## config.mk

```make
export PLATFORM = sky130hd
export DESIGN_NAME = spi_ram_host
export DESIGN_NICKNAME = d
export VERILOG_FILES = /design/src/rtl/spi_ram_pkg.sv /design/src/rtl/spi_host_shifter.sv /design/src/rtl/spi_ram_host.sv
export SDC_FILE = /design/constraint.sdc
export NUM_CORES = 1
export LEC_CHECK = 0
export ABC_AREA = 1
export CELL_PAD_IN_SITES_DETAIL_PLACEMENT = 0
export CELL_PAD_IN_SITES_GLOBAL_PLACEMENT = 1
export CORE_MARGIN = 5
export CORE_UTILIZATION = 45
export CTS_BUF_LIST = sky130_fd_sc_hd__clkbuf_4
export DETAILED_ROUTE_END_ITERATION = 16
export PLACE_DENSITY_LB_ADDON = 0.3
export SLEW_MARGIN = 0
export SYNTH_ARGS = -nofsm -noshare
export SYNTH_HDL_FRONTEND = slang
export SYNTH_HIERARCHICAL = 1
export SYNTH_SLANG_ARGS = --single-unit
```

## constraint.sdc

```tcl
create_clock -name clk -period 2.3 [get_ports clk]
set_input_delay 0.46 -clock clk [delete_from_list [all_inputs] [get_ports clk]]
set_output_delay 0.46 -clock clk [all_outputs]
set_load 0.05 [all_outputs]
```

## src/rtl/spi_ram_pkg.sv

```systemverilog
// spi_ram_pkg: shared op encodings, command width and host FSM states.
package spi_ram_pkg;
    localparam logic [1:0] OP_WR_ADDR = 2'b00;
    localparam logic [1:0] OP_WR_DATA = 2'b01;
    localparam logic [1:0] OP_RD_ADDR = 2'b10;
    localparam logic [1:0] OP_RD_DATA = 2'b11;
    localparam int CMD_W = 10;
    typedef enum logic [2:0] {
        ST_IDLE,
        ST_SEL,
        ST_SHIFT,
        ST_WAIT,
        ST_CAPT,
        ST_GAP
    } state_t;
endpackage

```

## src/rtl/spi_host_shifter.sv

```systemverilog
// spi_host_shifter: MSB-first parallel-load output shifter and MSB-first input shifter.
// Ports: load/shift_out drive the CMD_W-bit output register (sout = its MSB);
//        shift_in captures sin; word is the received byte with sin as its newest bit.
module spi_host_shifter
    import spi_ram_pkg::*;
#(
    parameter int DATA_W = 8
) (
    input  logic              clk,
    input  logic              rst,
    input  logic              load,
    input  logic              shift_out,
    input  logic              shift_in,
    input  logic [CMD_W-1:0]  din,
    input  logic              sin,
    output logic              sout,
    output logic [DATA_W-1:0] word
);
    logic [CMD_W-1:0]  obuf;
    logic [DATA_W-2:0] ibuf;

    // Only DATA_W-1 bits are stored: the last bit is taken live from sin so the
    // full byte is available on the same edge that samples it.
    assign word = {ibuf, sin};
    assign sout = obuf[CMD_W-1];

    always_ff @(posedge clk or posedge rst) begin
        if (rst) begin
            obuf <= '0;
            ibuf <= '0;
        end else begin
            if (load)
                obuf <= din;
            else if (shift_out)
                obuf <= {obuf[CMD_W-2:0], 1'b0};
            if (shift_in)
                ibuf <= word[DATA_W-2:0];
        end
    end
endmodule

```

## src/rtl/spi_ram_host.sv

```systemverilog
// spi_ram_host: turns valid/ready RAM commands into SPI frames and captures read-data bytes.
// Ports: cmd_valid/cmd_ready/cmd_op/cmd_data command side; rd_valid/rd_data read result;
//        busy while a frame or gap runs; ss_n/mosi/miso SPI side clocked by clk.
module spi_ram_host
    import spi_ram_pkg::*;
#(
    parameter int RD_LAT = 2,
    parameter int GAP    = 1,
    parameter int DATA_W = 8
) (
    input  logic              clk,
    input  logic              rst,
    input  logic              cmd_valid,
    output logic              cmd_ready,
    input  logic [1:0]        cmd_op,
    input  logic [DATA_W-1:0] cmd_data,
    output logic              rd_valid,
    output logic [DATA_W-1:0] rd_data,
    output logic              busy,
    output logic              ss_n,
    output logic              mosi,
    input  logic              miso
);
    localparam int WW = (RD_LAT > 0) ? $clog2(RD_LAT + 1) : 1;
    localparam int GW = (GAP > 1) ? $clog2(GAP) : 1;

    state_t            state, nxt;
    logic [3:0]        bcnt;
    logic [WW-1:0]     wcnt;
    logic [GW-1:0]     gcnt;
    logic              rd_op, load, shift_out, shift_in, sout, cap_last;
    logic [DATA_W-1:0] word;

    spi_host_shifter #(.DATA_W(DATA_W)) u_shifter (
        .clk       (clk),
        .rst       (rst),
        .load      (load),
        .shift_out (shift_out),
        .shift_in  (shift_in),
        .din       ({cmd_op, cmd_data}),
        .sin       (miso),
        .sout      (sout),
        .word      (word)
    );

    assign busy     = (state != ST_IDLE);
    assign cap_last = (state == ST_CAPT) && (bcnt == 4'd7);

    always_ff @(posedge clk or posedge rst) begin
        if (rst) begin
            state    <= ST_IDLE;
            bcnt     <= 4'd0;
            wcnt     <= '0;
            gcnt     <= '0;
            rd_op    <= 1'b0;
            rd_valid <= 1'b0;
            rd_data  <= '0;
        end else begin
            state    <= nxt;
            // bcnt times SEL (0..1), SHIFT (0..9) and CAPT (0..7); cleared on every state change
            bcnt     <= (state == nxt && (state == ST_SEL || state == ST_SHIFT || state == ST_CAPT)) ? bcnt + 4'd1 : 4'd0;
            wcnt     <= (state == ST_WAIT && nxt == ST_WAIT) ? wcnt + WW'(1) : '0;
            gcnt     <= (state == ST_GAP && nxt == ST_GAP) ? gcnt + GW'(1) : '0;
            rd_valid <= cap_last;
            if (load)
                rd_op <= (cmd_op == OP_RD_DATA);
            if (cap_last)
                rd_data <= word;
        end
    end

    always_comb begin
        nxt       = state;
        load      = 1'b0;
        shift_out = 1'b0;
        shift_in  = 1'b0;
        ss_n      = 1'b1;
        mosi      = 1'b0;
        cmd_ready = 1'b0;
        case (state)
            ST_IDLE: begin
                cmd_ready = !rst;
                load      = cmd_valid && !rst;
                nxt       = load ? ST_SEL : ST_IDLE;
            end
            ST_SEL: begin
                // second SEL cycle already presents the read/write select bit
                ss_n = 1'b0;
                mosi = bcnt[0] & sout;
                nxt  = bcnt[0] ? ST_SHIFT : ST_SEL;
            end
            ST_SHIFT: begin
                ss_n      = 1'b0;
                mosi      = sout;
                shift_out = 1'b1;
                if (bcnt == 4'd9)
                    nxt = !rd_op ? ST_GAP : (RD_LAT == 0) ? ST_CAPT : ST_WAIT;
            end
            ST_WAIT: begin
                ss_n = 1'b0;
                nxt  = (wcnt == WW'(RD_LAT - 1)) ? ST_CAPT : ST_WAIT;
            end
            ST_CAPT: begin
                ss_n     = 1'b0;
                shift_in = 1'b1;
                nxt      = (bcnt == 4'd7) ? ST_GAP : ST_CAPT;
            end
            ST_GAP: nxt = (gcnt == GW'(GAP - 1)) ? ST_IDLE : ST_GAP;
            default: nxt = ST_IDLE;
        endcase
    end
endmodule

```

-- Word level (Yosys, flattened, before mapping)
Index checks and enable logic that the tools add are counted.
- $add $sub $neg: 3
- equal/unequal tests: 12
- mux-type cells: 19
- bitwise logic cells: 1
- reductions and logical operators: 12
- operators by type and width (cell ; count):
    10-bit two-way mux ; 2
    3-bit case mux with 6 select lines ; 1
    3-bit two-way mux ; 4
    3-bit by 2-bit equality test with 1-bit output, second input constant ; 3
    3-bit equality test, second input constant ; 3
    1-bit two-way mux ; 8
    1-bit logical AND ; 5
    4-bit by 1-bit adder with 4-bit output, second input constant ; 1
    4-bit by 3-bit equality test with 1-bit output, second input constant ; 1
    4-bit equality test, second input constant ; 1
    2-bit two-way mux ; 2
    4-bit two-way mux ; 1
    4-bit OR reduction ; 1
    3-bit by 1-bit equality test with 1-bit output, second input constant ; 1
    3-bit equality test ; 1
    3-bit logical NOT ; 1
    3-bit nonzero test ; 1
    2-bit by 1-bit adder with 2-bit output, second input constant ; 1
    2-bit by 1-bit equality test with 1-bit output, second input constant ; 1
    2-bit equality test, second input constant ; 1
    1-bit logical OR ; 2
    1-bit case mux with 2 select lines ; 1
    2-bit nonzero test ; 1
    1-bit adder, second input constant ; 1
    2 further kinds ; 2
- register bits after elaboration: 37
- logic and storage cells: 56

-- Logic depth before layout (Yosys ltp)
Gate-level depths: netlist of run 1.
- depth in word-level cells: 7
- gate-level depth with buffers: 10

-- Cells and area by module
The synthesis of run 1 kept the hierarchy.
- modules (own cells, without submodules) (module ; instances ; cells each ; area an instance (µm²) ; seq. area each (µm²)):
    spi_ram_host ; 1 ; 119 ; 1026.0 ; 500.5
    spi_host_shifter ; 1 ; 81 ; 726.9 ; 425.4

-- Least setup slack after synthesis of run 1
Ideal clock, no wire load.
- kind: reg2out
- from: reg state[0]
- to: out mosi
- arrival time: 1794 ps
- required time: 1840 ps
- slack: 46 ps
- stages on the path, launching flop included: 5
- path buffers: 1
- path through: dfrtp_1 buf_6 clkinv_2 nand3_1 a21boi_0
- word-level cells in the longest chain between the ends: 2
- ends and longest elaborated chain (item ; line ; source):
    start: declaration ; spi_ram_host.sv:27 ; state_t state, nxt;
    start signal: assignment ; spi_ram_host.sv:59 ; state <= nxt;
    3-bit by 2-bit equality test with 1-bit output / 3-bit by 1-bit equality test with 1-bit output (equally long branches) ; spi_ram_host.sv:80 ; case (state)
    1-bit case mux with 2 select lines * ; spi_ram_host.sv:80 ;
    end: declaration ; spi_ram_host.sv:21 ; output logic mosi,
Every way passes the cells marked *; elsewhere a longest branch is shown, timed or not.

-- Final worst setup path of run 1
- from: reg state[0]
- to: out ss_n
- word-level cells in the longest chain between the ends: 3
- ends and longest elaborated chain (item ; line ; source):
    3-bit by 1-bit equality test with 1-bit output (tied with other cells) ; spi_ram_host.sv:80 ;
    4-bit OR reduction (no source line) * ; n/a ;
    1-bit two-way mux * ; spi_ram_host.sv:80 ;
    end: declaration ; spi_ram_host.sv:20 ; output logic ss_n,
Marked as above.

==> results of run 1 <==
==> per-layer routing <==
layer,GRT usage (%),share of wire (%),up-vias
met2,24.57,52,22
met4,6.148,1.8,0
met1,17.73,43,670
li1,-,-,696
met5,0,0,-
met3,5.125,3.5,7
==> stage by stage <==
stage / hold WS [ps] / std cells / setup slack [ps] / instance area (µm²)
2_1_floorplan: 386.1 / 200 / 45.86 / 1753
3_3_place_gp: 419.6 / 271 / 426.1 / 2054
3_5_place_dp: 435.4 / 271 / 387.0 / 2054
4_1_cts: 450.0 / 278 / 137.0 / 2127
5_1_grt: 478.1 / 278 / 20.53 / 2127
6_report: 443.5 / 278 / 164.9 / 2127
==> where the power goes <==
| group | internal [mW] | leakage, nW | total, mW | switching (mW) |
|---|---|---|---|---|
| clock network | 0.221 | 0.0410 | 0.423 | 0.202 |
| registers | 0.819 | 0.484 | 0.954 | 0.135 |
| logic | 0.348 | 0.526 | 0.930 | 0.582 |
==> sequential cells by signal, summed over array words and instances (netlist names) <==
register,count
u_shifter/obuf,10
rd_data,8
u_shifter/ibuf,7
bcnt,4
state,3
wcnt,2
gcnt,1
rd_op,1
rd_valid,1
==> cell type report <==
type	instances	area, µm²	area share (%)
Timing Repair Buffer	28	290.3	13.65
Multi-Input combinational cell	139	705.7	33.18
Clock inverter	2	35.03	1.647
Sequential cell	37	925.9	43.53
Tap cell	48	60.06	2.824
Inverter	19	72.57	3.412
Clock buffer	5	37.54	1.765
==> worst paths after layout <==
kind                               start           endpoint  slack [ps]  cells after the start
worst min register to register   wcnt[0]            wcnt[0]         440                      1
min in group asynchronous            rst         rd_data[6]         510                      3
worst max register to register  state[0]            bcnt[1]         510                      9
worst min-delay path             wcnt[0]            wcnt[0]         440                      1
worst max-delay path            state[0]               ss_n         160                      5
max in group asynchronous            rst  u_shifter/ibuf[1]        1330                      2
==> critical path: cells and delay by family (launching register included) <==
family                 cells  cell delay [ps]
flip-flops                 1              570
buffers and inverters      2              310
AND/OR/NAND/NOR            3              460
==> logic make-up after synthesis <==
logic type | synth area share (%)
AOI/OAI and AO/OA | 3.426
xor gates and xnor gates | 0.9995
adders and majority gates | 2.142
DFF | 52.82
other | 0.2139
buffers and inverters | 6.923
and+or+nand+nor | 33.48
==> synthesized netlist by cell type (3+ instances only) <==
cell	instances	area [µm²]
o21ai_1	3	15.01
buf_6	3	33.78
dfrtp_1	37	925.9
o21ai_0	3	15.01
nor2_4	4	45.04
nor2_1	18	67.56
nand2_2	4	25.02
nor2_2	4	25.02
a21oi_1	3	15.01
nand4_1	3	18.77
nand2_1	57	214.0
inv_1	15	56.30
nand3_1	27	135.1
inv_2	3	11.26
ha_1	3	37.54
==> summary.txt, run 1 <==
Timing
  • Worst-margin pin slew: 636.5 ps
  • Achievable frequency: 468.4 MHz
  • Setup TNS: 0 ps
  • Worst Clk Skew: 7.529 ps
  • Min Clock Period, post-route: 2135 ps
  • Worst relative slew slack: 57.52%
  • Final Cycle Share: 92.83%
  • # setup viols final: 0
  • RSZ-0062 raised after global routing: false
  • Max Slew Vio Count: 0
  • Final Hold Fails: 0

Final layout
  • Final core utilization: 57.24%
  • Final #Nets: 247
  • Fillers: 351
  • Commonest non-fill, non-tap cells in the layout: nand2_1 (57), dfrtp_1 (37), nand3_1 (27)
  • Syn-to-layout area delta: 21.34%
  • Layout cells sized above 1: 14.35%
  • Antenna Cells: 0
  • Commonest non-fill, non-tap cell in the layout: nand2_1

Global routing
  • Vias in the first global route: 1372
  • GRT Resource Usage Total: 14.90%
  • Grt total ovfl: 0
  • Largest net degree at the start of global routing: 21
  • Initial antenna violation count: 0
  • Global-route wire length before repair: 6058 µm

Clock network
  • H-Tree Depth: 2
  • CTS resizes: 0
  • Clk_lat worst skew: 340 ps
  • Maximum clock path buffer count: 2
  • CTS root buf: clkbuf_4
  • Hold buffers post-CTS: 0
  • # clock sinks: 37
  • Post-CTS setup buffer count: 0
  • CTS buffer count: 5
  • CTS tree: done
  • Clock-pin slew on the worst setup and hold paths: 110 ps

Synthesis
  • Sequential share of the synthesized area: 52.82%
  • Syn Nets: 217
  • #FFs+latches synth: 37
  • Number of flops mapped to enable cells by yosys: 0
  • Cells after synthesis: 200
  • Yosys warns: 6
  • Post-Syn Area per Cell: 8.765 µm²
  • Top_reg_cell synth: dfrtp_1
  • Cell area after synthesis: 0.001753 mm²
  • Synth cell types: 26
  • Async SR Flop Fraction: 100.0%

Floorplanning
  • Die Y-Extent: 72.42 µm
  • Io pins: 27
  • Initial Utilization: 47.17%
  • Die Wd: 72.42 µm
  • # rows: 22
  • Die area: 0.005244 mm²
  • CORE AREA: 0.003716 mm²

Setup path
  • Crit path DAT: 1680 ps
  • Worst Setup Start Kind: flop
  • Worst path required time: 1840 ps
  • Crit Path Max Fanout: 9
  • WS Path Type: flop to output port
  • Crit-path cells: clkinv_2 > nand3_1 > nand3_1 > nor2_1 > buf_12
  • Worst path slowest cell: dfrtp_1
  • CP Capture Type: output port
  • Slowest Stage Delay on Critical Path: 570 ps
  • Most used cell, CP: nand3_1

Drt
  • Vias per cell: 5.018
  • Vias after detailed routing: 1395
  • Initial DRC count: 55
  • First-pass DRT Iterations: 4
  • Routed len/inst: 12.13 µm
  • DR DRC count: 0
  • Routed Antenna Nets: 0
  • Drt total wl: 3373 µm

Power
  • LEAKAGE: 1.051 nW
  • Peak VDD IR: 0.0004167 V
  • Tot Pwr: 2.307 mW
  • Pwr Density: 1085 mW/mm²

Placement
  • Port bufs: 26
  • RePlAce Congestion: 0.7733
  • Final HPWL DP: 2574 µm

Outcome
  • Status: completed

Flow run
  • Maxcap violations: 0

Hold path
  • Hold WC Path Type: flop to flop
Note: power is estimated with default switching activity, not from simulation.
==> run 2: changes to the inputs <==
--- a/config.mk
+++ b/config.mk
@@ -6,6 +6,7 @@
 export NUM_CORES = 1
 export LEC_CHECK = 0
 export ABC_AREA = 1
+export CAP_MARGIN = 20
 export CELL_PAD_IN_SITES_DETAIL_PLACEMENT = 0
 export CELL_PAD_IN_SITES_GLOBAL_PLACEMENT = 1
 export CORE_MARGIN = 5
@@ -13,6 +14,7 @@
 export CTS_BUF_LIST = sky130_fd_sc_hd__clkbuf_4
 export DETAILED_ROUTE_END_ITERATION = 16
 export PLACE_DENSITY_LB_ADDON = 0.3
+export SKIP_CTS_REPAIR_TIMING = 1
 export SLEW_MARGIN = 0
 export SYNTH_ARGS = -nofsm -noshare
 export SYNTH_HDL_FRONTEND = slang
==> results of run 2 <==
Same layout as run 1: the final DEF is identical, and so are final timing and power.
